`src/rtl/fb_write_arbiter.sv`:
```
// rtl/fb_write_arbiter.sv - round-robin framebuffer write arbiter with built-in clear engine

`ifndef DISP_ADDR_WIDTH
`define DISP_ADDR_WIDTH 17
`endif

module fb_write_arbiter #(
   parameter int          NUM_REQ      = 3,
   parameter int          ADDR_W       = `DISP_ADDR_WIDTH,
   parameter int          PIX_COUNT    = 76800,
   parameter logic [11:0] CLEAR_COLOUR = 12'h000
) (
   input  logic                      clk,
   input  logic                      reset_n,
   input  logic [NUM_REQ-1:0]        req_valid,
   input  logic [NUM_REQ*ADDR_W-1:0] req_addr,
   input  logic [NUM_REQ*32-1:0]     req_wdata,
   output logic [NUM_REQ-1:0]        req_ready,
   input  logic                      clear_start,
   output logic                      clear_busy,
   output logic                      clear_done,
   output logic                      fb_we,
   output logic [ADDR_W-1:0]         fb_addr,
   output logic [31:0]               fb_wdata
);

   localparam int                PTR_W     = (NUM_REQ > 1) ? $clog2(NUM_REQ) : 1;
   localparam logic [ADDR_W-1:0] LAST_ADDR = ADDR_W'(PIX_COUNT - 1);
   localparam logic [PTR_W-1:0]  LAST_REQ  = PTR_W'(NUM_REQ - 1);

   typedef enum logic {
      ST_ARB   = 1'b0,
      ST_CLEAR = 1'b1
   } state_t;

   state_t              state_q, state_d;
   logic [PTR_W-1:0]    rr_ptr_q, rr_ptr_d;
   logic [ADDR_W-1:0]   clr_cnt_q, clr_cnt_d;
   logic                fb_we_q, fb_we_d;
   logic [ADDR_W-1:0]   fb_addr_q, fb_addr_d;
   logic [31:0]         fb_wdata_q, fb_wdata_d;
   logic                clear_done_q, clear_done_d;

   int                  scan_idx;
   logic                grant_found;
   logic [PTR_W-1:0]    grant_idx;
   logic                arb_open;

   // Round-robin search: first valid requester at or after rr_ptr, wrapping
   always_comb begin
      grant_found = 1'b0;
      grant_idx   = '0;
      scan_idx    = 0;
      for (int k = 0; k < NUM_REQ; k++) begin
         scan_idx = (int'(rr_ptr_q) + k) % NUM_REQ;
         if (!grant_found && req_valid[scan_idx]) begin
            grant_found = 1'b1;
            grant_idx   = PTR_W'(scan_idx);
         end
      end
   end

   // Ports are open only in ARB, out of reset, and when no clear is being requested
   assign arb_open = reset_n && (state_q == ST_ARB) && !clear_start;

   // One-hot ready toward the selected requester
   always_comb begin
      req_ready = '0;
      if (arb_open && grant_found) begin
         req_ready[grant_idx] = 1'b1;
      end
   end

   // Next-state and registered-output logic
   always_comb begin
      state_d      = state_q;
      rr_ptr_d     = rr_ptr_q;
      clr_cnt_d    = clr_cnt_q;
      fb_we_d      = 1'b0;
      fb_addr_d    = fb_addr_q;
      fb_wdata_d   = fb_wdata_q;
      clear_done_d = 1'b0;
      case (state_q)
         ST_ARB: begin
            if (clear_start) begin
               state_d   = ST_CLEAR;
               clr_cnt_d = '0;
            end else if (grant_found) begin
               fb_we_d    = 1'b1;
               fb_addr_d  = req_addr[int'(grant_idx)*ADDR_W +: ADDR_W];
               fb_wdata_d = req_wdata[int'(grant_idx)*32 +: 32];
               rr_ptr_d   = (grant_idx == LAST_REQ) ? '0 : grant_idx + 1'b1;
            end
         end
         ST_CLEAR: begin
            fb_we_d    = 1'b1;
            fb_addr_d  = clr_cnt_q;
            fb_wdata_d = {20'd0, CLEAR_COLOUR};
            clr_cnt_d  = clr_cnt_q + 1'b1;
            if (clr_cnt_q == LAST_ADDR) begin
               state_d      = ST_ARB;
               clear_done_d = 1'b1;
            end
         end
         default: begin
            state_d = ST_ARB;
         end
      endcase
   end

   // State and output registers with synchronous active-low reset
   always_ff @(posedge clk) begin
      if (!reset_n) begin
         state_q      <= ST_ARB;
         rr_ptr_q     <= '0;
         clr_cnt_q    <= '0;
         fb_we_q      <= 1'b0;
         fb_addr_q    <= '0;
         fb_wdata_q   <= '0;
         clear_done_q <= 1'b0;
      end else begin
         state_q      <= state_d;
         rr_ptr_q     <= rr_ptr_d;
         clr_cnt_q    <= clr_cnt_d;
         fb_we_q      <= fb_we_d;
         fb_addr_q    <= fb_addr_d;
         fb_wdata_q   <= fb_wdata_d;
         clear_done_q <= clear_done_d;
      end
   end

   assign clear_busy = (state_q == ST_CLEAR);
   assign clear_done = clear_done_q;
   assign fb_we      = fb_we_q;
   assign fb_addr    = fb_addr_q;
   assign fb_wdata   = fb_wdata_q;

endmodule

```
`config.mk`:
```
export PLATFORM = sky130hd
export DESIGN_NAME = fb_write_arbiter
export DESIGN_NICKNAME = d
export VERILOG_FILES = /design/src/rtl/fb_write_arbiter.sv
export SDC_FILE = /design/constraint.sdc
export NUM_CORES = 1
export LEC_CHECK = 0
export ABC_AREA = 1
export CAP_MARGIN = 20
export CORE_MARGIN = 2
export CORE_UTILIZATION = 40
export DETAILED_ROUTE_END_ITERATION = 8
export GPL_ROUTABILITY_DRIVEN = 0
export PLACE_DENSITY_LB_ADDON = 0.3
export SYNTH_ARGS = -nofsm -noshare
export SYNTH_HDL_FRONTEND = slang
export SYNTH_SLANG_ARGS = --single-unit
```
`constraint.sdc`:
```
create_clock -name clk -period 7.3 [get_ports clk]
set_clock_uncertainty 0.15 [all_clocks]
set_input_delay 2.19 -clock clk [delete_from_list [all_inputs] [get_ports clk]]
set_output_delay 2.19 -clock clk [all_outputs]
set_load 0.05 [all_outputs]
```
### After elaboration in Yosys (flattened, before gate mapping)

Cells that the tools add are included.

| word-level totals | value |
|---|---|
| output and inout bits | 55 |
| memories kept | 0 |
| bits in latches | 0 |
| memory bits (writable) | 0 |
| bits in registers | 71 |
| input bits | 153 |
| bits in read-only memories | 0 |
| word-level logic and storage cells | 75 |

| cells by class | value |
|---|---|
| magnitude comparators | 5 |
| reduce and logical (&&, ||, !) cells | 12 |
| equal/unequal tests | 5 |
| $add $sub $neg | 4 |
| bitwise logic cells | 2 |
| muxes and demuxes | 34 |
| $mul | 1 |
| shift operators | 2 |
| div/mod/pow operators | 3 |

Operator list:

| operator | count |
|---|---|
| 32-bit by 4-bit less-than comparator with 1-bit output (second input constant) | 3 |
| 96-bit by 8-bit indexed part select with 32-bit output | 1 |
| 17-bit case mux with 2 select lines | 2 |
| 32-bit by 3-bit modulo with 32-bit output (second input constant) | 2 |
| 32-bit two-way mux | 2 |
| 32-bit case mux with 2 select lines | 1 |
| 17-bit two-way mux | 3 |
| 51-bit by 8-bit indexed part select with 17-bit output | 1 |
| 3-bit by 3-bit modulo with 32-bit output (second input constant) | 1 |
| 17-bit by 1-bit adder with 17-bit output (second input constant) | 1 |
| 17-bit == test (second input constant) | 1 |
| 1-bit two-way mux | 15 |
| 2-bit two-way mux | 4 |
| 2-bit by 5-bit multiplier with 7-bit output (second input constant) | 1 |
| 1-bit binary-select mux with 2-bit select | 3 |
| 1-bit logical AND | 6 |
| 2-bit inequality test (second input constant) | 3 |
| 1-bit case mux with 2 select lines | 2 |
| 2-bit AND reduction | 2 |
| 2-bit by 1-bit adder with 3-bit output (second input constant) | 1 |
| 2-bit by 2-bit adder with 3-bit output (second input constant) | 1 |
| 1-bit logical NOT | 3 |
| 2-bit by 3-bit less-than comparator with 1-bit output (second input constant) | 1 |
| 3-bit two-way mux | 1 |
| 6 further kinds | 7 |

### Logic depth before layout (Yosys ltp)

Gate-level depths: netlist of run 1.

| logic depth | value |
|---|---|
| depth in word-level cells | 16 |
| depth in mapped cells | 17 |
| depth with buffers taken out | 16 |

### Worst setup path before layout of run 1

OpenSTA, ideal clock, no wires.

| path | value |
|---|---|
| path kind | input to output |
| from | input port req_valid[2] |
| to | output port req_ready[0] |
| buffers on the path | 2 |
| stages | 10 |
| slack | 1115 ps |
| data arrival time | 3845 ps |
| cells stage by stage | inv_2 o21ai_1 nand2_2 nand3_2 nor2_4 nor2_8 buf_6 buf_4 nand2_1 nor2_1 |

| between the ends | value |
|---|---|
| word-level cells in the longest chain between the ends | 15 |
| elaborated cells between the ends (all ways) | 26 |
| classes of those cells | 2 x order compare; 18 x mux; 6 x reduce/logical |

Ends and longest elaborated chain:

| what | line | text |
|---|---|---|
| from (decl) | 15 | `input logic [NUM_REQ-1:0] req_valid,` |
| 1-bit binary-select mux with 2-bit select | 56 | `if (!grant_found && req_valid[scan_idx]) begin` |
| 1-bit two-way mux (implied by the code) (2 in a row) | 56 |  |
| 1-bit two-way mux | 56 |  |
| 1-bit logical NOT | 56 |  |
| 1-bit logical AND | 56 |  |
| 1-bit two-way mux | 56 |  |
| 1-bit logical NOT | 56 |  |
| 1-bit logical AND | 56 |  |
| 2-bit two-way mux | 56 |  |
| 2-bit by 3-bit less-than comparator with 1-bit output (implied by the code) / 2-bit by 1-bit >= comparator with 1-bit output (equally long branches) | 70 | `req_ready[grant_idx] = 1'b1;` |
| 1-bit logical AND (implied by the code) | 70 |  |
| 1-bit two-way mux (implied by the code) | 70 |  |
| 1-bit demux with 2-bit select | 70 |  |
| 3-bit two-way mux * | 69 | `if (arb_open && grant_found) begin` |
| to (decl) | 18 | `output logic [NUM_REQ-1:0] req_ready,` |

Mark *: on every way between the ends. The rest lies on a longest branch, timed or not. The select of a mux whose other input is x is not followed.

### Worst setup path in the final report of run 1

Ends and elaborated chain as after synthesis.

==> results of run 1 <==
==> per-stage QoR <==
| stage | instance area (um2) | utilization | setup WS [ps] | hold slack, ps | std cells |
|---|---|---|---|---|---|
| after CTS | 6700 | 0.623 | 906 | 308 | 1037 |
| after global placement | 6490 | 0.604 | 952 | 285 | 1021 |
| after detailed placement | 6490 | 0.604 | 917 | 290 | 1021 |
| after global routing | 6720 | 0.625 | 775 | 319 | 1038 |
| final | 6720 | 0.625 | 890 | 303 | 1038 |
| after floorplan | 4360 | - | 1120 | 322 | 704 |
==> routing by layer <==
| layer | global-route usage | part of all wire |
|---|---|---|
| met4 | 0.103 | 0.030 |
| met1 | 0.296 | 0.42 |
| met2 | 0.411 | 0.46 |
| met5 | 0 | 0 |
| met3 | 0.0675 | 0.087 |
==> final cells by class <==
class                           count  area share
Tap cell                          140      0.0261
Timing Repair Buffer              215       0.324
Multi-Input combinational cell    553       0.384
Clock inverter                      5     0.00838
Clock buffer                       11      0.0225
Sequential cell                    71       0.212
Inverter                           43      0.0240
==> synthesized netlist by cell type (8+ instances only) <==
master    instances
buf_4             9
nor3_1            8
dfxtp_1          71
nand3_1         130
buf_2            15
nand3_2          14
inv_1            37
nand4_1          10
nor2_1           25
clkbuf_1          9
a21oi_1          26
nand2_1         303
==> sequential cells by signal, summed over array words and instances (netlist names) <==
register	cells
clear_busy	1
clear_done	1
clr_cnt_q	17
fb_addr	17
fb_wdata	32
fb_we	1
rr_ptr_q	2
==> worst min-delay path by stage <==
stage / startpoint / depth (start not counted) / endpoint
final: fb_wdata[10] / 2 / fb_wdata[10]
after global routing: fb_addr[7] / 2 / fb_addr[7]
after CTS: fb_wdata[10] / 2 / fb_wdata[10]
after detailed placement: fb_wdata[10] / 2 / fb_wdata[10]
after global placement: fb_wdata[13] / 2 / fb_wdata[13]
after floorplan: clr_cnt_q[16] / 2 / clr_cnt_q[16]
==> where the power goes <==
group          leakage [nW]  total [W]  switching, W  internal [W]
Combinational          2.21    0.00170       0.00115      0.000542
Clock                 0.105   0.000333      0.000157      0.000176
Sequential            0.578   0.000528     0.0000472      0.000481
Total                  2.90    0.00256       0.00136       0.00120
==> worst reg2reg max path: stages (launching register included) <==
cell and delay [ps]:
dfxtp_1 360, inv_1 90, ha_1 400, inv_2 170, nand2_1 70, nand3_1 90
nand2_2 100, nand3_2 140, nor2_4 60, nor2_8 170, buf_4 620, nand3_1 220
nand3_1 110, nand2_1 60, nand2_1 70
==> cells by family (layout without fill, tap and decap cells) <==
family / Yosys count / in the layout
DFF: 71 / 71
buffers and inverters: 80 / 274
AOI/OAI and AO/OA: 41 / 41
adders and majority gates: 5 / 5
and+or+nand+nor: 507 / 507
==> reports/metrics.cfg, run 1 <==
[sta]
fin_setup_tns_ps = 0
maxSlewHeadroom = 0.498
worstMarginPinSlew_ps = 753
rsz0062_at_grt = false
hold_violations = 0
final.min_clock_period_ps = 6410
drv_slew = 0
setup_viol = 0
max_freq_mhz = 156
finalCritPeriodShare = 0.878

[global_routing]
grt_pass1_vias = 4631
overflow = 0
grt_max_degree = 70
grt_pass1_wl_um = 22900
track_usage = 0.246
antenna_found_initial = 0

[logic_synthesis]
synth_top_area_cell = dfxtp_1
ys_warn_count = 0
syn_avg_cell_area_um2 = 6.20
synth_top_family_by_area = simple AND/OR/NAND/NOR gates
synthSimpleGateAreaFrac = 0.523
synth_compound_area_frac = 0.0525
synth_xor_area_frac = 0
syn_inst = 704
synth_flop_cell = dfxtp_1
synthMuxAreaShare = 0
synthDistinctLibCells = 32
synth_top_area_share = 0.326
synth_edf_count = 0
syn_nets = 862
async_flop_share = 0
synthAdderAreaFrac = 0.0143
synth.area.top_cells = dfxtp_1, nand2_1, nand3_1
ys_seq_area_frac = 0.326
ys_seq_elements = 71
synth_area_um2 = 4360

[power_and_ir_drop]
leakagePower_nw = 2.90
power_w = 0.00256
cellPowerDensity_nw_per_um2 = 381
vdd_ir_drop_max_uv = 311

[clock_tree]
cts.clk_slew.worst_paths_ps = 80
post-cts-setup-buffer-count = 0
cts_sinks = 71
clock_latency_ps = 340
cts-root-buf = clkbuf_8
h-tree-depth = 3
tritoncts = yes
hold_buffers = 0
ctsResizeCount = 0
cts_max_path_buffers = 2
numCtsBuffers = 9

[worst_setup_path]
cpLargestDelayFamily = simple AND/OR/NAND/NOR gates
crit_path_start = req_valid[2]
ff2ff_setup_slack_ps = 4350
reg2regPathDepth = 14
crit_arrival_ps = 4070
cpMaxStageDelayCell = clkdlybuf4s50_1
cp.depth = 10
end_kind = output pin
path_max_fanout = 10
path_cells = clkdlybuf4s50_1, inv_2, o21ai_1, nand2_2, nand3_2, nor2_4, nor2_8, nand2_1, nor2_1, buf_12
crit_buf_inv = 3
reg2reg_from = rr_ptr_q[0]
cp-endpoint = req_ready[0]
max_stage_delay_ps = 560
crit_type = in2out
required_ps = 4960
critPathLaunchType = input pin
reg2reg_to = fb_addr[10]

[floorplan]
die-area_um2 = 11800
fp-row-count = 38
dieWidth_um = 108
initial_core_util = 0.406
die_h_um = 108
ioPinCount = 208
core_um2 = 10700

[drt]
via_count = 5245
ant_nets = 0
vias_per_cell = 5.05
drc = 0
drt-total-wl_um = 15000
drtIter0Drc = 253
first_pass_iters = 5
wl_per_cell_um = 14.4

[cells_and_area]
layout-drive-gt1-share = 0.0668
multiInputGateArea_um2 = 2580
insertedDiodeCount = 0
fin_nets = 1051
layout_commonest_cell = nand2_1
register_area_um2 = 1420
area_delta_synth_final_pct = 54.0
n_fill_cell = 1003
final_cell_mix = nand2_1, clkdlybuf4s50_1, nand3_1

[hold_path]
hold_path_class = reg2reg

[placed_design]
io_buffers = 207
post-dp-hpwl_um = 11000

[run]
drv_cap = 0

[status]
status = finished, final reports clean

(Power assumes the default switching activity.)
==> inputs of run 2 (changes only) <==
==> constraint.sdc (replaced) <==
create_clock -name clk -period 7.3 [get_ports clk]
set_clock_uncertainty 0.15 [all_clocks]
set_input_delay 2.19 -clock clk [delete_from_list [all_inputs] [get_ports clk]]
set_output_delay 2.19 -clock clk [all_outputs]
set_load 0.005 [all_outputs]
==> run 2 against run 1 <==
Register-to-register slack improved by 30 ps. Sequential share of layout area rose by 0.16 points. Wire length barely moved. Worst setup slack got worse by 230 ps. Non-clock buffer count rose by 1. Power fell by 14%. Die area did not move. Hold slack got worse by 2.1 ps. Critical endpoint unchanged.
==> reports/metrics.cfg, run 2 (same netlist as run 1, synthesis figures left out) <==
[status]
status = finished, final reports clean

[cells_and_area]
layout-drive-gt1-share = 0.0635
final_cell_mix = nand2_1, clkdlybuf4s50_1, nand3_1
insertedDiodeCount = 0
layout_commonest_cell = nand2_1
fin_nets = 1052
largest_reg_flops = 32
area_delta_synth_final_pct = 52.9
multiInputGateArea_um2 = 2580
n_fill_cell = 1011
register_area_um2 = 1420

[worst_setup_path]
reg2reg_from = rr_ptr_q[0]
required_ps = 4960
reg2reg_to = fb_wdata[3]
ff2ff_setup_slack_ps = 4380
reg2regPathDepth = 14
crit_arrival_ps = 4300
end_kind = output pin
path_max_fanout = 10
crit_type = in2out
critPathLaunchType = input pin

[floorplan]
die-area_um2 = 11800
dieWidth_um = 108
ioPinCount = 208
fp-row-count = 38
core_um2 = 10700
die_h_um = 108
initial_core_util = 0.406

[global_routing]
overflow = 0
antenna_found_initial = 0
track_usage = 0.247
grt_max_degree = 70
grt_pass1_vias = 4800
grt_pass1_wl_um = 23100

[power_and_ir_drop]
cellPowerDensity_nw_per_um2 = 328
vdd_ir_drop_max_uv = 209
leakagePower_nw = 2.86
power_w = 0.00219

[clock_tree]
cts-root-buf = clkbuf_8
numCtsBuffers = 9
ctsResizeCount = 0
cts_sinks = 71
clock_latency_ps = 340
cts_max_path_buffers = 2
hold_buffers = 0
tritoncts = yes
h-tree-depth = 3
post-cts-setup-buffer-count = 0
cts.clk_slew.worst_paths_ps = 70

[hold_path]
hold_depth = 2
hold_path_class = reg2reg
holdCritStartpoint = fb_addr[3]
hold_path_end = fb_addr[3]

[sta]
worstMarginPinSlew_ps = 766
finalCritPeriodShare = 0.909
final.min_clock_period_ps = 6640
max_freq_mhz = 151
hold_violations = 0
fin_setup_tns_ps = 0
maxSlewHeadroom = 0.489
rsz0062_at_grt = false
setup_viol = 0
drv_slew = 0

[run]
drv_cap = 0

[drt]
drt-total-wl_um = 15000
vias_per_cell = 5.00
wl_per_cell_um = 14.4
ant_nets = 0
via_count = 5193
drtIter0Drc = 288
drc = 0
first_pass_iters = 5

[placed_design]
io_buffers = 207
post-dp-hpwl_um = 11100

==> run 2: cell type report <==
type / instances / share of cell area
clock inverter: 5 / 0.00525
timing repair buffer: 216 / 0.324
sequential: 71 / 0.213
multi-input combinational: 553 / 0.387
clock buffer: 10 / 0.0206
tap: 140 / 0.0263
inverter: 43 / 0.0242
==> run 2: report_power, final <==
group,leakage [nW],switching (W),internal (W)
clock network,0.0764,0.000154,0.000130
registers,0.578,0.0000463,0.000481
logic,2.21,0.000837,0.000538
total,2.86,0.00104,0.00115
==> run 2: worst max path at each step <==
| stage | from | end | slack (ps) | depth (start not counted) |
|---|---|---|---|---|
| floorplan | req_valid[2] | req_ready[0] | 1660 | 10 |
| global placement | req_valid[2] | req_ready[0] | 710 | 10 |
| detailed placement | req_valid[2] | req_ready[0] | 670 | 10 |
| CTS | req_valid[2] | req_ready[0] | 670 | 10 |
| global route | req_valid[2] | req_ready[0] | 530 | 10 |
| finish | req_valid[2] | req_ready[0] | 660 | 10 |
==> run 2: layer usage <==
| metal | global-route usage | wire length, um |
|---|---|---|
| met5 | 0 | 0 |
| met4 | 0.0989 | 365 |
| met3 | 0.0585 | 1260 |
| met2 | 0.419 | 7050 |
| met1 | 0.301 | 6290 |
==> run 2: per-stage QoR <==
stage	worst slack, ps	util	cell area [um2]	std cells	hold slack, ps
after global routing	533	0.621	6670	1038	316
after CTS	673	0.621	6670	1038	304
after global placement	714	0.602	6470	1022	285
after floorplan	1660	-	4360	704	296
final	663	0.621	6670	1038	301
after detailed placement	669	0.605	6500	1023	288
==> run 2: worst max-delay path, cell delays in order <==
cell             delay (ps)
clkdlybuf4s50_1         570
inv_2                    60
o21ai_1                 210
nand2_2                 140
nand3_2                 130
nor2_4                   50
nor2_8                  160
nand2_1                 140
nor2_1                  110
clkdlybuf4s50_1         530
